===== src/rtl/dat_lookup.sv =====
// Fetch engine for Device Address Table entries: issues one DAT read per request,
// captures the entry after a fixed latency, decodes the I3C HCI fields and flags errors.
module dat_lookup #(
    parameter int DatAw        = 7,
    parameter int DatDepth     = 128,
    parameter int DatRdLatency = 1
) (
    input  logic             clk_i,
    input  logic             rst_i,
    input  logic             req_valid_i,
    output logic             req_ready_o,
    input  logic [DatAw-1:0] req_index_i,
    output logic             rsp_valid_o,
    input  logic             rsp_ready_i,
    output logic [63:0]      rsp_entry_o,
    output logic [6:0]       rsp_static_addr_o,
    output logic [6:0]       rsp_dynamic_addr_o,
    output logic             rsp_ibi_payload_o,
    output logic             rsp_ibi_reject_o,
    output logic             rsp_crr_reject_o,
    output logic [1:0]       rsp_nack_retry_o,
    output logic             rsp_is_i2c_o,
    output logic             rsp_err_range_o,
    output logic             rsp_err_parity_o,
    output logic             dat_read_valid_o,
    output logic [DatAw-1:0] dat_index_o,
    input  logic [63:0]      dat_rdata_i,
    output logic             busy_o
);

    typedef enum logic [1:0] {IDLE, READ, WAIT, RESP} state_t;

    state_t           state;
    logic [1:0]       lat_cnt;
    logic [63:0]      entry_q;
    logic             err_range_q;
    logic             rsp_valid_q;
    logic             req_ready_q;
    logic             rd_valid_q;
    logic [DatAw-1:0] rd_index_q;
    logic             in_range;
    logic [63:0]      entry_vis;

    // One extra bit so DatDepth == 2**DatAw still compares correctly
    assign in_range = ({1'b0, req_index_i} < (DatAw + 1)'(DatDepth));

    always_ff @(posedge clk_i or posedge rst_i) begin
        if (rst_i) begin
            state       <= IDLE;
            lat_cnt     <= '0;
            entry_q     <= '0;
            err_range_q <= 1'b0;
            rsp_valid_q <= 1'b0;
            req_ready_q <= 1'b1;
            rd_valid_q  <= 1'b0;
            rd_index_q  <= '0;
        end else begin
            case (state)
                IDLE: begin
                    if (req_valid_i && req_ready_q) begin
                        req_ready_q <= 1'b0;
                        if (in_range) begin
                            rd_valid_q  <= 1'b1;
                            rd_index_q  <= req_index_i;
                            err_range_q <= 1'b0;
                            state       <= READ;
                        end else begin
                            entry_q     <= '0;
                            err_range_q <= 1'b1;
                            rsp_valid_q <= 1'b1;
                            state       <= RESP;
                        end
                    end
                end
                READ: begin
                    rd_valid_q <= 1'b0;
                    lat_cnt    <= 2'(DatRdLatency - 1);
                    state      <= WAIT;
                end
                WAIT: begin
                    if (lat_cnt == 2'd0) begin
                        entry_q     <= dat_rdata_i;
                        rsp_valid_q <= 1'b1;
                        state       <= RESP;
                    end else begin
                        lat_cnt <= lat_cnt - 2'd1;
                    end
                end
                RESP: begin
                    // Returning to IDLE re-arms req_ready one cycle later, never same-cycle
                    if (rsp_ready_i) begin
                        rsp_valid_q <= 1'b0;
                        err_range_q <= 1'b0;
                        req_ready_q <= 1'b1;
                        rd_index_q  <= '0;
                        state       <= IDLE;
                    end
                end
                default: state <= IDLE;
            endcase
        end
    end

    assign entry_vis = rsp_valid_q ? entry_q : 64'd0;

    assign req_ready_o        = req_ready_q;
    assign rsp_valid_o        = rsp_valid_q;
    assign rsp_entry_o        = entry_vis;
    assign rsp_static_addr_o  = entry_vis[6:0];
    assign rsp_dynamic_addr_o = entry_vis[22:16];
    assign rsp_ibi_payload_o  = entry_vis[12];
    assign rsp_ibi_reject_o   = entry_vis[13];
    assign rsp_crr_reject_o   = entry_vis[14];
    assign rsp_nack_retry_o   = entry_vis[30:29];
    assign rsp_is_i2c_o       = entry_vis[31];
    assign rsp_err_range_o    = rsp_valid_q & err_range_q;
    // Odd parity over the dynamic address; meaningless for I2C devices and range errors
    assign rsp_err_parity_o   = rsp_valid_q & ~err_range_q & ~entry_q[31] &
                                (entry_q[23] != ~^entry_q[22:16]);
    assign dat_read_valid_o   = rd_valid_q;
    assign dat_index_o        = rd_index_q;
    assign busy_o             = (state != IDLE);

endmodule


===== config.mk =====
export PLATFORM = sky130hd
export DESIGN_NAME = dat_lookup
export DESIGN_NICKNAME = d
export VERILOG_FILES = /design/src/rtl/dat_lookup.sv
export SDC_FILE = /design/constraint.sdc
export NUM_CORES = 1
export LEC_CHECK = 0
export CAP_MARGIN = 15
export CELL_PAD_IN_SITES_DETAIL_PLACEMENT = 0
export CELL_PAD_IN_SITES_GLOBAL_PLACEMENT = 1
export CORE_MARGIN = 2
export CORE_UTILIZATION = 35
export CTS_CLUSTER_SIZE = 8
export DETAILED_ROUTE_END_ITERATION = 6
export GPL_TIMING_DRIVEN = 0
export PLACE_DENSITY = 0.95
export SETUP_SLACK_MARGIN = 0.15
export SKIP_LAST_GASP = 1
export SYNTH_ARGS = -nofsm -noshare
export SYNTH_HDL_FRONTEND = slang
export SYNTH_SLANG_ARGS = --single-unit

===== constraint.sdc =====
create_clock -name clk_i -period 7 [get_ports clk_i]
set_clock_uncertainty 0.1 [all_clocks]
set_input_delay 1.75 -clock clk_i [delete_from_list [all_inputs] [get_ports clk_i]]
set_output_delay 1.75 -clock clk_i [all_outputs]
set_load 0.05 [all_outputs]

### Word level (Yosys, flattened, before mapping)

Index checks and enable logic that the tools add are counted.

| storage, ports and cells | value |
|---|---|
| register bits | 79 |
| input bits | 75 |
| output and inout bits | 97 |
| word-level logic and storage cells | 57 |

| cells by class | value |
|---|---|
| add/subtract/negate cells | 1 |
| equal/unequal tests | 8 |
| multiplexer cells | 19 |
| bitwise gates (word level) | 6 |
| reductions and logical operators | 15 |

Operator list:

| operator | count |
|---|---|
| 64-bit two-way mux | 1 |
| 7-bit two-way mux | 2 |
| 7-bit case mux with 2 select lines | 1 |
| 2-bit nonzero test | 5 |
| 3-bit AND reduction | 3 |
| 2-bit two-way mux | 4 |
| 2-bit != test (second input constant) | 4 |
| 1-bit case mux with 2 select lines | 4 |
| 2-bit case mux with 4 select lines | 1 |
| 7-bit XNOR reduction | 1 |
| 2-bit AND reduction | 3 |
| 1-bit two-way mux | 5 |
| 1-bit bitwise AND | 4 |
| 2-bit equality test (second input constant) | 2 |
| 2-bit logical NOT | 2 |
| 2-bit case mux with 2 select lines | 1 |
| 2-bit by 1-bit equality test with 1-bit output (second input constant) | 1 |
| 1-bit NOT | 2 |
| 2-bit by 1-bit subtractor with 2-bit output (second input constant) | 1 |
| 1-bit logical AND | 1 |
| 1-bit != test | 1 |

### Logic depth before layout (Yosys ltp)

Gate-level depths: netlist of the first run.

| depth | value |
|---|---|
| depth after elaboration | 4 |
| gate-level depth with buffers | 8 |
| depth with buffers taken out | 6 |

### Worst setup path after synthesis of the first run

No wires, ideal clock.

| timing path | value |
|---|---|
| kind | flip-flop to output port |
| start | reg rsp_valid_q (netlist: rsp_valid_o) |
| end | out rsp_err_parity_o |
| arrival | 2105 ps |
| data required time | 5150 ps |
| path slack | 3045 ps |
| cell stages (with the launch flop) | 3 |
| buffers on the path | 1 |
| cells stage by stage | dfrtp_1 > clkbuf_1 > nor3b_1 |

| on the way | value |
|---|---|
| word-level cells in the longest chain between the ends | 3 |

Ends and longest elaborated chain:

| item | RTL line | source |
|---|---|---|
| start, declared | 37 | `logic rsp_valid_q;` |
| start signal, assigned | 53 | `rsp_valid_q <= 1'b0;` |
| start signal, assigned | 70 | `rsp_valid_q <= 1'b1;` |
| start signal, assigned | 83 | `rsp_valid_q <= 1'b1;` |
| 1-bit bitwise AND (3 in series) | 118 | `assign rsp_err_parity_o = rsp_valid_q & ~err_range_q & ~entry_q[31] &` |
| end, declared | 24 | `output logic rsp_err_parity_o,` |

Every way passes these cells.

### Worst setup path after layout of the first run

| timing path | value |
|---|---|
| start | reg rsp_valid_q (netlist: rsp_valid_o) |
| end | out rsp_nack_retry_o[0] |

| on the way | value |
|---|---|
| word-level cells in the longest chain between the ends | 1 |

Ends and longest elaborated chain:

| item | RTL line | source |
|---|---|---|
| 64-bit two-way mux | 104 | `assign entry_vis = rsp_valid_q ? entry_q : 64'd0;` |
| end, declared | 21 | `output logic [1:0] rsp_nack_retry_o,` |

Every way passes these cells.

==> results of run 1 <==
cell usage after synthesis (3+ instances only):
cell	n
a22o_1	8
buf_6	6
o21ai_0	3
dfrtp_1	77
inv_1	10
a21oi_1	4
and2_1	64
mux2_4	49
mux2_2	16
ha_1	6
xnor2_1	6
clkbuf_1	7
buf_4	21
nand2_1	5
routing by layer:
layer,track usage,share of wire,vias up
met3,0.0480,0.065,12
li1,-,-,1323
met5,0,0,-
met1,0.198,0.42,1389
met2,0.286,0.51,103
met4,0.0579,0.013,0
sequential cells by signal (all words and copies together), names as in the netlist:
name and flops:
lat_cnt 2, state 2, dat_read_valid_o 1, rsp_valid_o 1
req_ready_o 1, dat_index_o 7, entry_q 64
logic make-up (layout without fill, tap and decap cells):
logic type,count (synthesis),count (layout)
DFF,78,78
and+or+nand+nor,74,74
other,1,1
AOI/OAI and AO/OA,19,19
buffers and inverters,45,232
xor gates and xnor gates,7,7
muxes,66,66
adders and majority gates,6,6
how the worst max path moves through the flow:
stage               depth (start not counted)               startpoint  slack (ns)                       to
CTS                                         4  rsp_valid_o$_DFFE_PP0P_        2.39          rsp_entry_o[52]
finish                                      5  rsp_valid_o$_DFFE_PP0P_        2.46      rsp_nack_retry_o[0]
global route                                5  rsp_valid_o$_DFFE_PP0P_        2.25      rsp_nack_retry_o[0]
global placement                            2                    rst_i        1.84  entry_q[40]$_DFFE_PP0P_
detailed placement                          4  rsp_valid_o$_DFFE_PP0P_        2.82          rsp_entry_o[52]
floorplan                                   2  rsp_valid_o$_DFFE_PP0P_        3.04         rsp_err_parity_o
area by class of cell:
| cell class | instances | area, um^2 |
|---|---|---|
| repair buffers | 171 | 1730 |
| clock buffers | 10 | 128 |
| multi-input cells | 173 | 1660 |
| well taps | 140 | 175 |
| fillers | 958 | 4840 |
| clock inverters | 6 | 62.6 |
| flip-flops and latches | 78 | 1950 |
| plain buffers | 35 | 256 |
| inverters | 10 | 40.0 |
stage by stage:
stage,util,setup slack [ns]
3_3_place_gp,0.533,1.84
4_1_cts,0.553,2.39
2_1_floorplan,-,3.04
5_1_grt,0.553,2.25
6_report,0.553,2.46
3_5_place_dp,0.536,2.82
worst max-delay path, stage by stage, from the launching register on:
cell             delay (ns)
dfrtp_1                0.44
clkbuf_1               0.44
clkbuf_1               0.33
and2_1                 0.22
buf_4                  0.11
clkdlybuf4s50_1        0.79
==> impl_metrics.ini, run 1 <==
[synthesis]
synth-main-ff-cell = dfrtp_1
synth_top_family_by_area = multiplexers
synth_fa_ha_area_frac = 0.0192
async_flop_share = 1.00
synth_warnings = 0
ys_types = 28
synth-compound-area-share = 0.0349
syn-mean-instance-area_um2 = 13.2
synth_edf_count = 0
netlist_area_mm2 = 0.00390
ys_ff_latch = 78
synthMuxAreaShare = 0.237
synth-simple-area-share = 0.116
syn_nets = 377
ys_seq_area_frac = 0.500
synth-xor-area-share = 0.0157
synthCells = 296
synth_area_leaders = dfrtp_1 49%, mux2_4 19%, and2_1 10%
yosysTopAreaCell = dfrtp_1
yosysTopAreaCellShare = 0.494

[final_layout]
final_cell_mix = 170 x clkdlybuf4s50_1, 77 x dfrtp_1, 64 x and2_1
final_common_cell = clkdlybuf4s50_1
syn2layout_area_growth_pct = 53.7
drive_gt1_frac = 0.234
design_area_mm2 = 0.00600
finalNonFillerCells = 623
nets = 559
diodes = 0

[floorplan]
die_area_mm2 = 0.0120
die_width_um = 110
start_util = 0.360
core-area_mm2 = 0.0108
die_h_um = 110
rows = 38
pin_count = 172

[cts]
cts_buffers = 9
h-tree-depth = 3
post_cts_buffers = 0
clk_latency_ns = 0.36
clkTransAtPathRegs_ns = 0.08
root_buffer = clkbuf_8
cts_hold_buf = 0
cts.sinks = 78
cts_tree = yes
cts_repair_resize_count = 0
clockBufferDepth = 2

[setup_path]
r2r-start = state[0]$_DFFE_PP0P_
cp-end-kind = output pin
path_class = reg2out
r2r_cells = 6
cp.arrival_ns = 2.69
required_ns = 5.15
crit_path_start_kind = flip-flop
crit_fanout = 10
r2r_end = entry_q[31]$_DFFE_PP0P_
r2r_slack_ns = 5.18

[grt]
grt_pass1_wl_mm = 15.2
overflow = 0
antenna_found_initial = 0
grt_usage = 0.166
grt_max_degree = 47
grt_pass1_vias = 3018

[min_path]
hold_path.class = reg2reg
holdPathEnd = req_ready_o$_DFFE_PP1P_
hp-start = req_ready_o$_DFFE_PP1P_
whs_path_depth = 2

[sta]
hold_violations = 0
fin_crit_sh = 0.649
tightest_slew_ns = 0.588
timing.fmax_mhz = 220
min_period_ns = 4.54
hold_slack_ns = 0.379
final-setup-viol-count = 0
slew_viol_final = 0
rsz0062_at_grt = no
maxSlewHeadroom = 0.608
setup-tns-final_ns = 0

[placed_design]
hpwl_mm = 7.32
port_buffers = 170
place_inst = 607
place_area_mm2 = 0.00581
gp_congestion = 0.789

[detailed_routing]
first_iter_violations = 106
wirelength_mm = 9.60
antenna_left = 0
vias = 2827
wl_per_cell_um = 15.4
dr.pass1.iters = 4
vias_per_cell = 4.54
drcViolationCount = 0

[job]
maxCapViolations = 0

[outcome]
status = finished clean
Power of run 1 is left out: the tool's default activity adds up to more than one toggle a clock period on the data nets, which glitch-free logic cannot reach.
==> inputs of run 2 (changes only) <==
--- a/config.mk
+++ b/config.mk
@@ -9,11 +9,11 @@
 export CELL_PAD_IN_SITES_DETAIL_PLACEMENT = 0
 export CELL_PAD_IN_SITES_GLOBAL_PLACEMENT = 1
 export CORE_MARGIN = 2
-export CORE_UTILIZATION = 35
+export CORE_UTILIZATION = 29
 export CTS_CLUSTER_SIZE = 8
 export DETAILED_ROUTE_END_ITERATION = 6
 export GPL_TIMING_DRIVEN = 0
-export PLACE_DENSITY = 0.95
+export PLACE_DENSITY = 0.85
 export SETUP_SLACK_MARGIN = 0.15
 export SKIP_LAST_GASP = 1
 export SYNTH_ARGS = -nofsm -noshare
==> constraint.sdc (replaced) <==
create_clock -name clk_i -period 4 [get_ports clk_i]
set_clock_uncertainty 0.1 [all_clocks]
set_input_delay 1 -clock clk_i [delete_from_list [all_inputs] [get_ports clk_i]]
set_output_delay 1 -clock clk_i [all_outputs]
set_load 0.05 [all_outputs]
==> run 2 against run 1 <==
Cell count increased by 5.8%. Via count is 1.1% higher. Global-route usage shrank 2.8 points. Critical path depth unchanged. Largest cell class unchanged.
==> impl_metrics.ini, run 2 (synthesis results as in run 1) <==
[min_path]
whs_path_depth = 2
hp-start = req_ready_o$_DFFE_PP1P_
holdPathEnd = req_ready_o$_DFFE_PP1P_
hold_path.class = reg2reg

[setup_path]
r2r_cells = 6
crit_path_start_kind = flip-flop
r2r_end = entry_q[34]$_DFFE_PP0P_
max_stage_delay_ns = 0.79
startpoint = rsp_valid_o$_DFFE_PP0P_
cp.arrival_ns = 2.52
crit_path_top_delay_cell = clkdlybuf4s50_1
path_cells = clkbuf_2 -> clkbuf_1 -> and2_1 -> buf_4 -> clkdlybuf4s50_1
cp-end-kind = output pin
path_class = reg2out
r2r-start = state[0]$_DFFE_PP0P_
crit_fanout = 10
cp_top_family = buffers and inverters
required_ns = 2.90
cp_num_buf_inv = 4
r2r_slack_ns = 2.17

[sta]
hold_violations = 0
fin_ws_ns = 0.380
rsz0062_at_grt = no
hold_slack_ns = 0.380
slew_viol_final = 0
setup-tns-final_ns = 0
timing.fmax_mhz = 276
maxSlewHeadroom = 0.621
final-setup-viol-count = 0
fin_crit_sh = 0.905
tightest_slew_ns = 0.567
min_period_ns = 3.62

[cts]
cts_hold_buf = 0
h-tree-depth = 3
clockBufferDepth = 2
cts_tree = yes
cts_buffers = 9
clkTransAtPathRegs_ns = 0.06
clk_latency_ns = 0.33
root_buffer = clkbuf_16
cts.sinks = 78

[grt]
grt_max_degree = 49
grt_pass1_vias = 3072
grt_usage = 0.138
grt_pass1_wl_mm = 15.7
overflow = 0
antenna_found_initial = 0

[floorplan]
pin_count = 172
start_util = 0.296
die_h_um = 120
rows = 42
die_width_um = 120
die_area_mm2 = 0.0144
core-area_mm2 = 0.0132

[placed_design]
preCtsSetupSlack_ns = 0.426
port_buffers = 170
gp_congestion = 0.737
hpwl_mm = 7.22

[detailed_routing]
wl_per_cell_um = 14.7
vias_per_cell = 4.34
drcViolationCount = 0
wirelength_mm = 9.71
vias = 2857
dr.pass1.iters = 4
antenna_left = 0
first_iter_violations = 98

[final_layout]
largest_register_ffs = 64
regMostFlops = entry_q
fillerInstances = 1188
final_common_cell = clkdlybuf4s50_1
drive_gt1_frac = 0.240
nets = 559
regArea_mm2 = 0.00195
syn2layout_area_growth_pct = 59.0
final_cell_mix = 170 x clkdlybuf4s50_1, 77 x dfrtp_1, 64 x and2_1
diodes = 0
multiInputGateArea_mm2 = 0.00166

[outcome]
status = finished clean

[job]
maxCapViolations = 0
## run 2: changes by cell type in the layout (fill, tap and decap cells not counted)
cell        change
clkinvlp_4      -3
bufinv_16       +2
clkbuf_16       +9
clkbuf_1        -3
clkbuf_8        -8
clkbuf_2        +2
clkinv_4        +1
## run 2: final cells by class
| class | instances | area share |
|---|---|---|
| repair buffers | 171 | 0.279 |
| multi-input cells | 173 | 0.267 |
| plain buffers | 35 | 0.0417 |
| well taps | 176 | 0.0355 |
| clock inverters | 6 | 0.0175 |
| inverters | 10 | 0.00645 |
| clock buffers | 10 | 0.0385 |
| flip-flops and latches | 78 | 0.315 |
## run 2: how the worst max path moves through the flow
stage | end | slack, ns | cells past startpoint
floorplan | rsp_err_parity_o | 0.79 | 2
global placement | entry_q[4]$_DFFE_PP0P_ | -0.50 | 2
detailed placement | rsp_entry_o[50] | 0.43 | 4
CTS | rsp_nack_retry_o[0] | 0.33 | 5
global route | rsp_entry_o[31] | 0.24 | 5
finish | rsp_nack_retry_o[0] | 0.38 | 5
## run 2: stage by stage
step / cell area (um^2) / util / cells
after floorplan: 3900 / - / 296
after global placement: 5820 / 0.442 / 642
after detailed placement: 5850 / 0.444 / 643
after CTS: 6200 / 0.470 / 659
after global routing: 6200 / 0.470 / 659
final: 6200 / 0.470 / 659
## run 2: timing repair
item                                    in CTS  in global routing
endpoints found under the setup margin      13                  0
setup buffers                                0                  0
resized for setup                            2                  0
## run 2: tightest hold or removal path, cell delays in order, from the launching register on
cell	delay [ns]
dfstp_2	0.38
inv_1	0.05
a21oi_1	0.05
## run 2: routing by layer
metal,up-vias,track usage,part of all wire
li1,1322,-,-
met1,1426,0.175,0.44
met2,98,0.225,0.48
met3,11,0.0375,0.064
met4,0,0.0529,0.014
met5,-,0,0
Power of run 2 is left out for the same reason.
